$ cat config.mk
export PLATFORM = sky130hd
export DESIGN_NAME = rob_retire_ctrl_flat
export DESIGN_NICKNAME = d
export VERILOG_FILES = /design/src/rtl/rob_retire_if.sv /design/src/rtl/rob_retire_ctrl.sv /design/src/flat_wrapper.sv
export SDC_FILE = /design/constraint.sdc
export NUM_CORES = 2
export LEC_CHECK = 0
export BUFFER_PORTS_ARGS = -buffer_cell sky130_fd_sc_hd__buf_2
export CAP_MARGIN = 20
export CELL_PAD_IN_SITES_DETAIL_PLACEMENT = 0
export CELL_PAD_IN_SITES_GLOBAL_PLACEMENT = 1
export CORE_ASPECT_RATIO = 1.5
export CORE_MARGIN = 10
export CORE_UTILIZATION = 52
export CTS_BUF_LIST = sky130_fd_sc_hd__clkbuf_8 sky130_fd_sc_hd__clkbuf_16
export DETAILED_ROUTE_END_ITERATION = 7
export PLACE_DENSITY = 0.77
export SETUP_SLACK_MARGIN = 0.1
export SYNTH_ARGS = -nofsm -noshare
export SYNTH_HDL_FRONTEND = slang
export SYNTH_SLANG_ARGS = --single-unit
$ cat constraint.sdc
create_clock -name clk -period 6 [get_ports clk]
set_clock_uncertainty 0.05 [all_clocks]
set_input_delay 0.3 -clock clk [delete_from_list [all_inputs] [get_ports clk]]
set_output_delay 0.3 -clock clk [all_outputs]
set_load 0.02 [all_outputs]
$ cat src/rtl/rob_retire_if.sv
// rob_retire_if: dispatch, completion, retire and flush-rollback signals
// between the rename/dispatch pipeline and rob_retire_ctrl.
interface rob_retire_if #(
  parameter int IDX_W = 6
);
  logic             alloc_valid;
  logic             alloc_ready;
  logic             alloc_has_dest;
  logic [5:0]       alloc_dest_preg;
  logic [5:0]       alloc_old_preg;
  logic [IDX_W-1:0] alloc_idx;

  logic [3:0]         cmpl_valid;
  logic [4*IDX_W-1:0] cmpl_idx;

  logic flush;

  logic       ret0_valid;
  logic       ret0_has_dest;
  logic [5:0] ret0_old_preg;
  logic [5:0] ret0_dest_preg;
  logic       ret1_valid;
  logic       ret1_has_dest;
  logic [5:0] ret1_old_preg;
  logic [5:0] ret1_dest_preg;

  logic           free_valid;
  logic [5:0]     free_preg;
  logic [IDX_W:0] count;
  logic           flush_busy;

  // ROB side
  modport slave (
    input  alloc_valid, alloc_has_dest, alloc_dest_preg, alloc_old_preg,
           cmpl_valid, cmpl_idx, flush,
    output alloc_ready, alloc_idx,
           ret0_valid, ret0_has_dest, ret0_old_preg, ret0_dest_preg,
           ret1_valid, ret1_has_dest, ret1_old_preg, ret1_dest_preg,
           free_valid, free_preg, count, flush_busy
  );

  // dispatch / pipeline side
  modport master (
    output alloc_valid, alloc_has_dest, alloc_dest_preg, alloc_old_preg,
           cmpl_valid, cmpl_idx, flush,
    input  alloc_ready, alloc_idx,
           ret0_valid, ret0_has_dest, ret0_old_preg, ret0_dest_preg,
           ret1_valid, ret1_has_dest, ret1_old_preg, ret1_dest_preg,
           free_valid, free_preg, count, flush_busy
  );
endinterface

$ cat src/rtl/rob_retire_ctrl.sv
// rob_retire_ctrl: reorder-buffer allocation, completion tracking, in-order
// retirement and tail-first flush rollback.
// Optional macro ROB_DUAL_RETIRE_EN enables a second retire slot; without it
// at most one entry retires per cycle and ret1_* are tied low.
//
// state | meaning
// RUN   | accept allocs, record completions, retire from head
// FLUSH | walk tail back one entry per cycle, releasing dest regs
module rob_retire_ctrl #(
  parameter int DEPTH = 64,
  parameter int IDX_W = 6
) (
  input logic         clk,
  input logic         rstn,
  rob_retire_if.slave bus
);

  typedef enum logic {RUN = 1'b0, FLUSH = 1'b1} state_t;

  localparam logic [IDX_W:0] FULL_CNT = (IDX_W+1)'(DEPTH);

  state_t           state;
  logic [IDX_W-1:0] head;
  logic [IDX_W-1:0] tail;
  logic [IDX_W-1:0] tail_m1;
  logic [IDX_W:0]   count;

  logic [DEPTH-1:0] ent_valid;
  logic [DEPTH-1:0] ent_cmpl;
  logic [DEPTH-1:0] ent_has_dest;
  logic [5:0]       ent_dest [DEPTH];
  logic [5:0]       ent_old  [DEPTH];

  logic run_ok;
  logic accept;
  logic fire0;
  logic fire1;

  logic       r0_valid;
  logic       r0_has_dest;
  logic [5:0] r0_dest;
  logic [5:0] r0_old;
  logic       free_valid_q;
  logic [5:0] free_preg_q;
  logic       flush_busy_q;

`ifdef ROB_DUAL_RETIRE_EN
  logic [IDX_W-1:0] head_p1;
  logic             r1_valid;
  logic             r1_has_dest;
  logic [5:0]       r1_dest;
  logic [5:0]       r1_old;

  assign head_p1 = head + IDX_W'(1);
`endif

  assign tail_m1 = tail - IDX_W'(1);

  // Full check uses the registered count only, so a same-cycle retire never
  // opens a slot for a same-cycle alloc.
  assign bus.alloc_ready = rstn && (state == RUN) && (count < FULL_CNT) && !bus.flush;
  assign bus.alloc_idx   = tail;
  assign bus.count       = count;
  assign bus.flush_busy  = flush_busy_q;
  assign bus.free_valid  = free_valid_q;
  assign bus.free_preg   = free_preg_q;

  assign bus.ret0_valid     = r0_valid;
  assign bus.ret0_has_dest  = r0_has_dest;
  assign bus.ret0_dest_preg = r0_dest;
  assign bus.ret0_old_preg  = r0_old;

`ifdef ROB_DUAL_RETIRE_EN
  assign bus.ret1_valid     = r1_valid;
  assign bus.ret1_has_dest  = r1_has_dest;
  assign bus.ret1_dest_preg = r1_dest;
  assign bus.ret1_old_preg  = r1_old;
`else
  assign bus.ret1_valid     = 1'b0;
  assign bus.ret1_has_dest  = 1'b0;
  assign bus.ret1_dest_preg = 6'd0;
  assign bus.ret1_old_preg  = 6'd0;
`endif

  // Retire and alloc decisions for this cycle, from pre-edge entry state.
  always_comb begin
    run_ok = (state == RUN) && !bus.flush;
    accept = bus.alloc_valid && bus.alloc_ready;
    fire0  = run_ok && ent_valid[head] && ent_cmpl[head];
`ifdef ROB_DUAL_RETIRE_EN
    fire1  = fire0 && ent_valid[head_p1] && ent_cmpl[head_p1];
`else
    fire1  = 1'b0;
`endif
  end

  // FSM, entry array, pointers and registered retire/free outputs.
  always_ff @(posedge clk) begin
    if (!rstn) begin
      state        <= RUN;
      head         <= '0;
      tail         <= '0;
      count        <= '0;
      ent_valid    <= '0;
      ent_cmpl     <= '0;
      r0_valid     <= 1'b0;
      r0_has_dest  <= 1'b0;
      r0_dest      <= 6'd0;
      r0_old       <= 6'd0;
      free_valid_q <= 1'b0;
      free_preg_q  <= 6'd0;
      flush_busy_q <= 1'b0;
`ifdef ROB_DUAL_RETIRE_EN
      r1_valid     <= 1'b0;
      r1_has_dest  <= 1'b0;
      r1_dest      <= 6'd0;
      r1_old       <= 6'd0;
`endif
    end else begin
      r0_valid     <= 1'b0;
      r0_has_dest  <= 1'b0;
      r0_dest      <= 6'd0;
      r0_old       <= 6'd0;
      free_valid_q <= 1'b0;
      free_preg_q  <= 6'd0;
`ifdef ROB_DUAL_RETIRE_EN
      r1_valid     <= 1'b0;
      r1_has_dest  <= 1'b0;
      r1_dest      <= 6'd0;
      r1_old       <= 6'd0;
`endif
      case (state)
        RUN: begin
          if (bus.flush) begin
            state        <= FLUSH;
            flush_busy_q <= 1'b1;
          end else begin
            // Completions only mark entries that are currently live.
            for (int k = 0; k < 4; k++) begin
              if (bus.cmpl_valid[k] && ent_valid[bus.cmpl_idx[k*IDX_W +: IDX_W]])
                ent_cmpl[bus.cmpl_idx[k*IDX_W +: IDX_W]] <= 1'b1;
            end
            if (fire0) begin
              ent_valid[head] <= 1'b0;
              r0_valid        <= 1'b1;
              r0_has_dest     <= ent_has_dest[head];
              r0_dest         <= ent_dest[head];
              r0_old          <= ent_old[head];
            end
`ifdef ROB_DUAL_RETIRE_EN
            if (fire1) begin
              ent_valid[head_p1] <= 1'b0;
              r1_valid           <= 1'b1;
              r1_has_dest        <= ent_has_dest[head_p1];
              r1_dest            <= ent_dest[head_p1];
              r1_old             <= ent_old[head_p1];
            end
`endif
            // Alloc last: its complete=0 must win over any stale strobe.
            if (accept) begin
              ent_valid[tail]    <= 1'b1;
              ent_cmpl[tail]     <= 1'b0;
              ent_has_dest[tail] <= bus.alloc_has_dest;
              ent_dest[tail]     <= bus.alloc_dest_preg;
              ent_old[tail]      <= bus.alloc_old_preg;
              tail               <= tail + IDX_W'(1);
            end
            head  <= head + IDX_W'(fire0) + IDX_W'(fire1);
            count <= count + (IDX_W+1)'(accept) - (IDX_W+1)'(fire0) - (IDX_W+1)'(fire1);
          end
        end
        FLUSH: begin
          if (count == '0) begin
            state        <= RUN;
            flush_busy_q <= 1'b0;
          end else begin
            tail               <= tail_m1;
            ent_valid[tail_m1] <= 1'b0;
            count              <= count - (IDX_W+1)'(1);
            if (ent_has_dest[tail_m1]) begin
              free_valid_q <= 1'b1;
              free_preg_q  <= ent_dest[tail_m1];
            end
          end
        end
        default: state <= RUN;
      endcase
    end
  end

endmodule

$ cat src/flat_wrapper.sv
// flat-port wrapper written by rule: the top's interface ports become plain ports
module rob_retire_ctrl_flat 
#(
  parameter int DEPTH = 64,
  parameter int IDX_W = 6
)
  (clk, rstn, bus_alloc_valid, bus_alloc_has_dest, bus_alloc_dest_preg, bus_alloc_old_preg, bus_cmpl_valid, bus_cmpl_idx, bus_flush, bus_alloc_ready, bus_alloc_idx, bus_ret0_valid, bus_ret0_has_dest, bus_ret0_old_preg, bus_ret0_dest_preg, bus_ret1_valid, bus_ret1_has_dest, bus_ret1_old_preg, bus_ret1_dest_preg, bus_free_valid, bus_free_preg, bus_count, bus_flush_busy);
  rob_retire_if #(.IDX_W(IDX_W)) bus_i ();
  input logic clk;
  input logic rstn;
  input wire logic [$bits(bus_i.alloc_valid)-1:0] bus_alloc_valid;
  input wire logic [$bits(bus_i.alloc_has_dest)-1:0] bus_alloc_has_dest;
  input wire logic [$bits(bus_i.alloc_dest_preg)-1:0] bus_alloc_dest_preg;
  input wire logic [$bits(bus_i.alloc_old_preg)-1:0] bus_alloc_old_preg;
  input wire logic [$bits(bus_i.cmpl_valid)-1:0] bus_cmpl_valid;
  input wire logic [$bits(bus_i.cmpl_idx)-1:0] bus_cmpl_idx;
  input wire logic [$bits(bus_i.flush)-1:0] bus_flush;
  output wire logic [$bits(bus_i.alloc_ready)-1:0] bus_alloc_ready;
  output wire logic [$bits(bus_i.alloc_idx)-1:0] bus_alloc_idx;
  output wire logic [$bits(bus_i.ret0_valid)-1:0] bus_ret0_valid;
  output wire logic [$bits(bus_i.ret0_has_dest)-1:0] bus_ret0_has_dest;
  output wire logic [$bits(bus_i.ret0_old_preg)-1:0] bus_ret0_old_preg;
  output wire logic [$bits(bus_i.ret0_dest_preg)-1:0] bus_ret0_dest_preg;
  output wire logic [$bits(bus_i.ret1_valid)-1:0] bus_ret1_valid;
  output wire logic [$bits(bus_i.ret1_has_dest)-1:0] bus_ret1_has_dest;
  output wire logic [$bits(bus_i.ret1_old_preg)-1:0] bus_ret1_old_preg;
  output wire logic [$bits(bus_i.ret1_dest_preg)-1:0] bus_ret1_dest_preg;
  output wire logic [$bits(bus_i.free_valid)-1:0] bus_free_valid;
  output wire logic [$bits(bus_i.free_preg)-1:0] bus_free_preg;
  output wire logic [$bits(bus_i.count)-1:0] bus_count;
  output wire logic [$bits(bus_i.flush_busy)-1:0] bus_flush_busy;
  assign bus_i.alloc_valid = bus_alloc_valid;
  assign bus_i.alloc_has_dest = bus_alloc_has_dest;
  assign bus_i.alloc_dest_preg = bus_alloc_dest_preg;
  assign bus_i.alloc_old_preg = bus_alloc_old_preg;
  assign bus_i.cmpl_valid = bus_cmpl_valid;
  assign bus_i.cmpl_idx = bus_cmpl_idx;
  assign bus_i.flush = bus_flush;
  assign bus_alloc_ready = bus_i.alloc_ready;
  assign bus_alloc_idx = bus_i.alloc_idx;
  assign bus_ret0_valid = bus_i.ret0_valid;
  assign bus_ret0_has_dest = bus_i.ret0_has_dest;
  assign bus_ret0_old_preg = bus_i.ret0_old_preg;
  assign bus_ret0_dest_preg = bus_i.ret0_dest_preg;
  assign bus_ret1_valid = bus_i.ret1_valid;
  assign bus_ret1_has_dest = bus_i.ret1_has_dest;
  assign bus_ret1_old_preg = bus_i.ret1_old_preg;
  assign bus_ret1_dest_preg = bus_i.ret1_dest_preg;
  assign bus_free_valid = bus_i.free_valid;
  assign bus_free_preg = bus_i.free_preg;
  assign bus_count = bus_i.count;
  assign bus_flush_busy = bus_i.flush_busy;
  rob_retire_ctrl #(.DEPTH(DEPTH), .IDX_W(IDX_W)) u_core (.clk(clk), .rstn(rstn), .bus(bus_i));
endmodule
* Yosys cells after proc, flatten, opt, wreduce, memory -nomap -nowiden
Memories as Yosys holds them, arrays and structs flattened. A register that Yosys moved wholly into a read port is not among the register bits. Cells that the tools add are included. W data, S select, Z words.
Operators by class: order comparisons 15, multiplexer cells 76, $add $sub $neg 6, eq/ne operators 5, reduce and logical (&&, ||, !) cells 29, bitwise logic cells 16
Operator list (number):
- $mux W64 | 24
- $or A64 B64 Y64 | 5
- $and A64 B64 Y64 | 3
- $not A64 Y64 | 3
- $pmux W64 S2 | 1
- $bwmux W64 | 1
- $lt A6 B7 Y1 const B | 7
- $bmux W1 S6 | 8
- $demux W1 S6 | 7
- $ge A6 B1 Y1 const B | 7
- $mux W1 | 26
- $logic_and A1 B1 Y1 | 18
- $mux W6 | 3
- $mux W7 | 2
- $pmux W7 S2 | 1
- $pmux W6 S2 | 1
- $ne A2 B2 Y1 const B | 4
- $reduce_or A4 Y1 | 2
- $add A7 B1 Y7 | 1
- $logic_not A7 Y1 | 1
- $lt A7 B7 Y1 const B | 1
- $sub A7 B1 Y7 | 1
- $sub A7 B1 Y7 const B | 1
- $add A6 B1 Y6 | 1
- other kinds (10) | 18
Word-level totals: output and inout bits 50, flip-flop bits (word level) 216, word-level logic and storage cells 160, memory bits (writable) 768, input bits 45, memories 2
Memory list:
- u_core.ent_dest | words 64, width 6, read ports 2, clocked after memory_dff 2, write ports 1, RTL line rob_retire_ctrl.sv:31 | logic [5:0] ent_dest [DEPTH];
- u_core.ent_old | words 64, width 6, read ports 1, clocked after memory_dff 1, write ports 1, RTL line rob_retire_ctrl.sv:32 | logic [5:0] ent_old [DEPTH];

* Logic depth before layout (Yosys ltp)
word-level depth 26, depth in mapped cells 22, depth with buffers taken out 17

* Worst setup path before layout
OpenSTA, ideal clock, no wires.
path type register to register, start point register u_core.tail[0] (netlist: u_core.bus.alloc_idx[0]), end point register u_core.free_preg_q[0] (netlist: u_core.bus.free_preg[0]), read port of u_core.ent_dest, period minus slack after synthesis 4.348 ns, slack 1.652 ns, setup time 0.146 ns, buffers on the path 9, arrival time 4.151 ns, stages on the path, launching flop included 17, required time 5.804 ns, cell sequence dfxtp_1 buf_2 clkinv_1 buf_2 clkbuf_1 buf_1 ha_1 clkbuf_1 buf_1 clkbuf_1 clkbuf_1 clkbuf_1 o211ai_1 a221oi_1 nor3_1 a31oi_1 a211oi_1
On the way: cells in the longest elaborated chain, start to end 5
Ends and longest elaborated chain:
- start: declaration | RTL line rob_retire_ctrl.sv:24 | logic [IDX_W-1:0] tail;
- start signal: assignment | RTL line rob_retire_ctrl.sv:166 | tail <= tail + IDX_W'(1);
- start signal: assignment | RTL line rob_retire_ctrl.sv:177 | tail <= tail_m1;
- $sub A6 B1 Y6 * | RTL line rob_retire_ctrl.sv:57 | assign tail_m1 = tail - IDX_W'(1);
- net u_core.tail_m1[0] | RTL line rob_retire_ctrl.sv:25 | logic [IDX_W-1:0] tail_m1;
- $bmux W1 S6 | RTL line rob_retire_ctrl.sv:180 | if (ent_has_dest[tail_m1]) begin
- $mux W1 (implied by the code) | RTL line rob_retire_ctrl.sv:180
- $not A1 Y1 (no line)
- $reduce_or A4 Y1 (no line)
- end: declaration | RTL line rob_retire_ctrl.sv:44 | logic [5:0] free_preg_q;
Mark *: on every way through the listed nets, which the timed path passes. The rest lies on a longest branch. The select of a mux whose other input is x is not followed. A chain may end at the register's enable or synchronous reset.

* Final worst setup path
start point register u_core.head[2], end point register u_core.count[6] (netlist: u_core.bus.count[6])
On the way: cells in the longest elaborated chain, start to end 7, elaborated cells between the ends (all ways) 9, classes of those cells add/sub: 1; mux: 6; reduce/logical: 2
Ends and longest elaborated chain:
- start: declaration | RTL line rob_retire_ctrl.sv:23 | logic [IDX_W-1:0] head;
- start signal: assignment | RTL line rob_retire_ctrl.sv:168 | head <= head + IDX_W'(fire0) + IDX_W'(fire1);
- $bmux W1 S6 | RTL line rob_retire_ctrl.sv:89 | fire0 = run_ok && ent_valid[head] && ent_cmpl[head];
- $mux W1 (implied by the code) | RTL line rob_retire_ctrl.sv:89
- $logic_and A1 B1 Y1 | RTL line rob_retire_ctrl.sv:89
- $logic_and A1 B1 Y1 * | RTL line rob_retire_ctrl.sv:89
- net u_core.fire0 | RTL line rob_retire_ctrl.sv:36 | logic fire0;
- $sub A7 B1 Y7 * | RTL line rob_retire_ctrl.sv:169 | count <= count + (IDX_W+1)'(accept) - (IDX_W+1)'(fire0) - (IDX_W+1)'(fire1);
- $mux W7 * | RTL line rob_retire_ctrl.sv:134 | if (bus.flush) begin
- $pmux W7 S2 * | RTL line rob_retire_ctrl.sv:132 | case (state)
- end signal: assignment | RTL line rob_retire_ctrl.sv:169
- end signal: assignment | RTL line rob_retire_ctrl.sv:179 | count <= count - (IDX_W+1)'(1);
- end: declaration | RTL line rob_retire_ctrl.sv:26 | logic [IDX_W:0] count;
Marked as above.

==> results.sh <==
export IMPL_pwr_density_cell_mw_per_mm2=381
export IMPL_highest_layer="met5"
export IMPL_seqPwrFrac_pct=37.8
export IMPL_final_common_cell="edfxtp_1"
export IMPL_internal_power_w=0.0131
export IMPL_slew_violations=0
export IMPL_ys_flop_type="edfxtp_1"
export IMPL_leakagePower_nw=17.6
export IMPL_post_route_period_util_pct=87.2
export IMPL_irDropWorstVdd_mv=0.437
export IMPL_gp_congestion=1.04
export IMPL_finalSetupViolations=0
export IMPL_cts_hold_repair_buffers=1
export IMPL_path_class="reg -> reg"
export IMPL_postCtsSetupBuffers=0
export IMPL_switchingPower_w=0.00753
export IMPL_fin_crit_ns=5.23
export IMPL_final_antenna_net_count=0
export IMPL_yosysUniqueCellTypes=85
export IMPL_finalSetupTns_ns=0
export IMPL_clock_root_buffer="clkbuf_16"
export IMPL_antenna_found_initial=11
export IMPL_maxCapViolCount=0
export IMPL_drive_gt1_share_pct=17.3
export IMPL_combPwrFrac_pct=31.4
export IMPL_crit_path_cell_trace="buf_4 > buf_4 > mux2_2 > a221oi_1 > o21ai_0 > a22oi_1 > and4_1 > nor2_1 > ha_1 > inv_1 > ha_1 > fa_1 > nor2b_1 > o21a_1 > o21bai_1 > a21oi_1 > or3_1 > a311oi_1 > mux2i_1"
export IMPL_route_met2_wl_um=103000
export IMPL_ys_top_cells_by_area="edfxtp_1, dfxtp_1, a22oi_1, a221oi_1, mux4_2"
export IMPL_async_flop_share_pct=0
export IMPL_grt_pass1_vias=38558
export IMPL_clock_latency_ns=0.73
export IMPL_clk_pin_slew_ns=0.07
export IMPL_nets=4104
export IMPL_met3_length_um=21800
export IMPL_synth_top_area_share_pct=52.3
export IMPL_grt_usage_pct=41.9
export IMPL_syn_area_mm2=0.0478
export IMPL_cp_data_required_time_ns=6.61
export IMPL_synth_seq_cells=1002
export IMPL_start_util_pct=52.3
export IMPL_critical_path_max_fanout=24
export IMPL_cts_tree="done"
export IMPL_worstMarginPinSlew_ns=1.27
export IMPL_path_delay_family="compound AO/OA/AOI/OAI gates"
export IMPL_grt_max_degree=88
export IMPL_rsz0062_at_grt="no"
export IMPL_die_h_um=391
export IMPL_grt_pass1_wl_um=305000
export IMPL_synthCells=3940
export IMPL_drt_met1_wl_um=68000
export IMPL_die_w_um=268
export IMPL_cp_num_buf_inv=3
export IMPL_end_kind="flop"
export IMPL_vias_per_cell=7.57
export IMPL_swShare_pct=36.6
export IMPL_relSlewSlack_pct=15.3
export IMPL_wl_per_cell_um=41.9
export IMPL_fin_hold_ws_ns=0.0722
export IMPL_cts_buffers=93
export IMPL_synth_seq_area_share_pct=59.4
export IMPL_synth_edf_count=832
export IMPL_port_buffers=80
export IMPL_final_cell_mix="edfxtp_1, a22oi_1, nor2_1"
export IMPL_io_pins=95
export IMPL_worst_path_max_delay_cell="dfxtp_2"
export IMPL_violations="design-rule violations"
export IMPL_max_freq_mhz=191
export IMPL_critical_path_max_stage_delay_ns=0.69
export IMPL_wl_um=222000
export IMPL_dieArea_mm2=0.105
export IMPL_hold_path_class="in -> reg"
export IMPL_dpl_hpwl_um=152000
export IMPL_num_rows=136
export IMPL_drt_first_pass_iters=8
export IMPL_cts_resized=0
export IMPL_synth_warnings=0
export IMPL_core_mm2=0.0914
export IMPL_area_delta_synth_final_pct=13.0
export IMPL_pwr_share_clk_pct=30.8
export IMPL_drc=1
export IMPL_cts_sinks=1002
export IMPL_grt_overflow=0
export IMPL_synth_largest_area_cell="edfxtp_1"
export IMPL_setup_worst_path_start_class="flop"
export IMPL_hold_viol_final=0
export IMPL_vias=40075
export IMPL_cts_max_level=3
export IMPL_outcome="complete, but fails checks"
export IMPL_clockBufferDepth=3
export IMPL_arrival_ns=5.85
export IMPL_synth_area_per_cell_um2=12.1
export IMPL_drt_iter0_drc=6025
area by class of cell:
type,instances,area (µm²)
antenna,3,7.51
tap,1173,1470
clock buffer,95,2350
fill,7405,37400
multi-input combinational,2581,18300
timing repair buffer,325,2460
clock inverter,81,896
inverter,37,139
sequential,1002,28400
cell families after synthesis:
group | synth area share (%)
compound gates | 20.5
flops | 59.4
simple gates | 9.56
buf+inv | 3.17
mux | 6.50
xor+xnor | 0.366
fa+ha+maj | 0.513
other cells | 0.00785
worst register-to-register path, stage by stage, from the launching register on:
cell and delay (ns):
dfxtp_2 0.69, buf_4 0.42, buf_4 0.32, mux2_2 0.37, a221oi_1 0.25, o21ai_0 0.13, a22oi_1 0.18, and4_1 0.30
nor2_1 0.13, ha_1 0.29, inv_1 0.04, ha_1 0.22, fa_1 0.43, nor2b_1 0.15, o21a_1 0.17, o21bai_1 0.12
a21oi_1 0.08, or3_1 0.30, a311oi_1 0.33, mux2i_1 0.21
path summary, 6_finish.rpt:
check | from | slack [ns] | end | cells after the start
setup / recovery | u_core.head[2] | 0.77 | u_core.bus.count[6] | 19
hold / removal | bus_cmpl_valid[3] | 0.07 | u_core.ent_cmpl[28] | 4
setup reg to reg | u_core.head[2] | 0.77 | u_core.bus.count[6] | 19
hold reg to reg | u_core.bus.flush_busy | 0.42 | u_core.bus.flush_busy | 2
stage by stage:
step	utilization [%]	area, µm²	worst slack, ns	instances	power [W]
2_1_floorplan	-	47800	1.65	3953	0.0113
5_1_grt	59.1	54000	0.519	5296	0.0209
4_1_cts	58.8	53800	0.815	5279	0.0202
3_5_place_dp	55.3	50500	0.832	5102	0.0140
6_report	59.1	54000	0.767	5297	0.0206
3_3_place_gp	55.2	50500	0.797	5096	0.0140
registers in the layout, indices dropped and copies added (netlist names):
name and flops:
u_core.ent_valid 64, u_core.head 6, u_core.bus.count 7, u_core.bus.flush_busy 1, u_core.bus.free_valid 1, u_core.ent_cmpl 64
u_core.bus.ret0_valid 1, u_core.state 1, u_core.bus.free_preg 6, u_core.ent_old 384, u_core.ent_has_dest 64, u_core.bus.ret0_old_preg 6
u_core.ent_dest 384, u_core.bus.ret0_dest_preg 6, u_core.bus.ret0_has_dest 1, u_core.bus.alloc_idx 6
Yosys cell counts (32+ instances only):
cell type	number
nor2_1	273
buf_1	48
inv_1	32
o21a_1	36
nand4_1	47
a22o_1	93
a21oi_1	170
mux2_2	54
a211oi_1	47
mux2i_1	111
mux4_2	57
clkbuf_1	227
a31oi_1	110
edfxtp_1	832
nand3_1	92
nor3_1	96
a31o_2	33
dfxtp_1	170
buf_2	40
a221oi_1	151
nand2_1	257
o221ai_1	32
o21ai_0	156
a22oi_1	310
power by group through the flow:
stage	sequential, W	clock [W]	combinational (W)
final	0.00778	0.00635	0.00646
after global routing	0.00777	0.00661	0.00655
after CTS	0.00777	0.00634	0.00613
after detailed placement	0.00792	0	0.00610
after global placement	0.00792	0	0.00607
after floorplan	0.00787	0	0.00344
layer usage:
layer / vias to the layer above / GRT usage, %
li1: 16104 / -
met1: 19803 / 43.6
met2: 3083 / 67.4
met3: 1075 / 9.81
met4: 10 / 43.3
met5: - / 0.932
No activity file was read; power rests on OpenSTA's default activity.
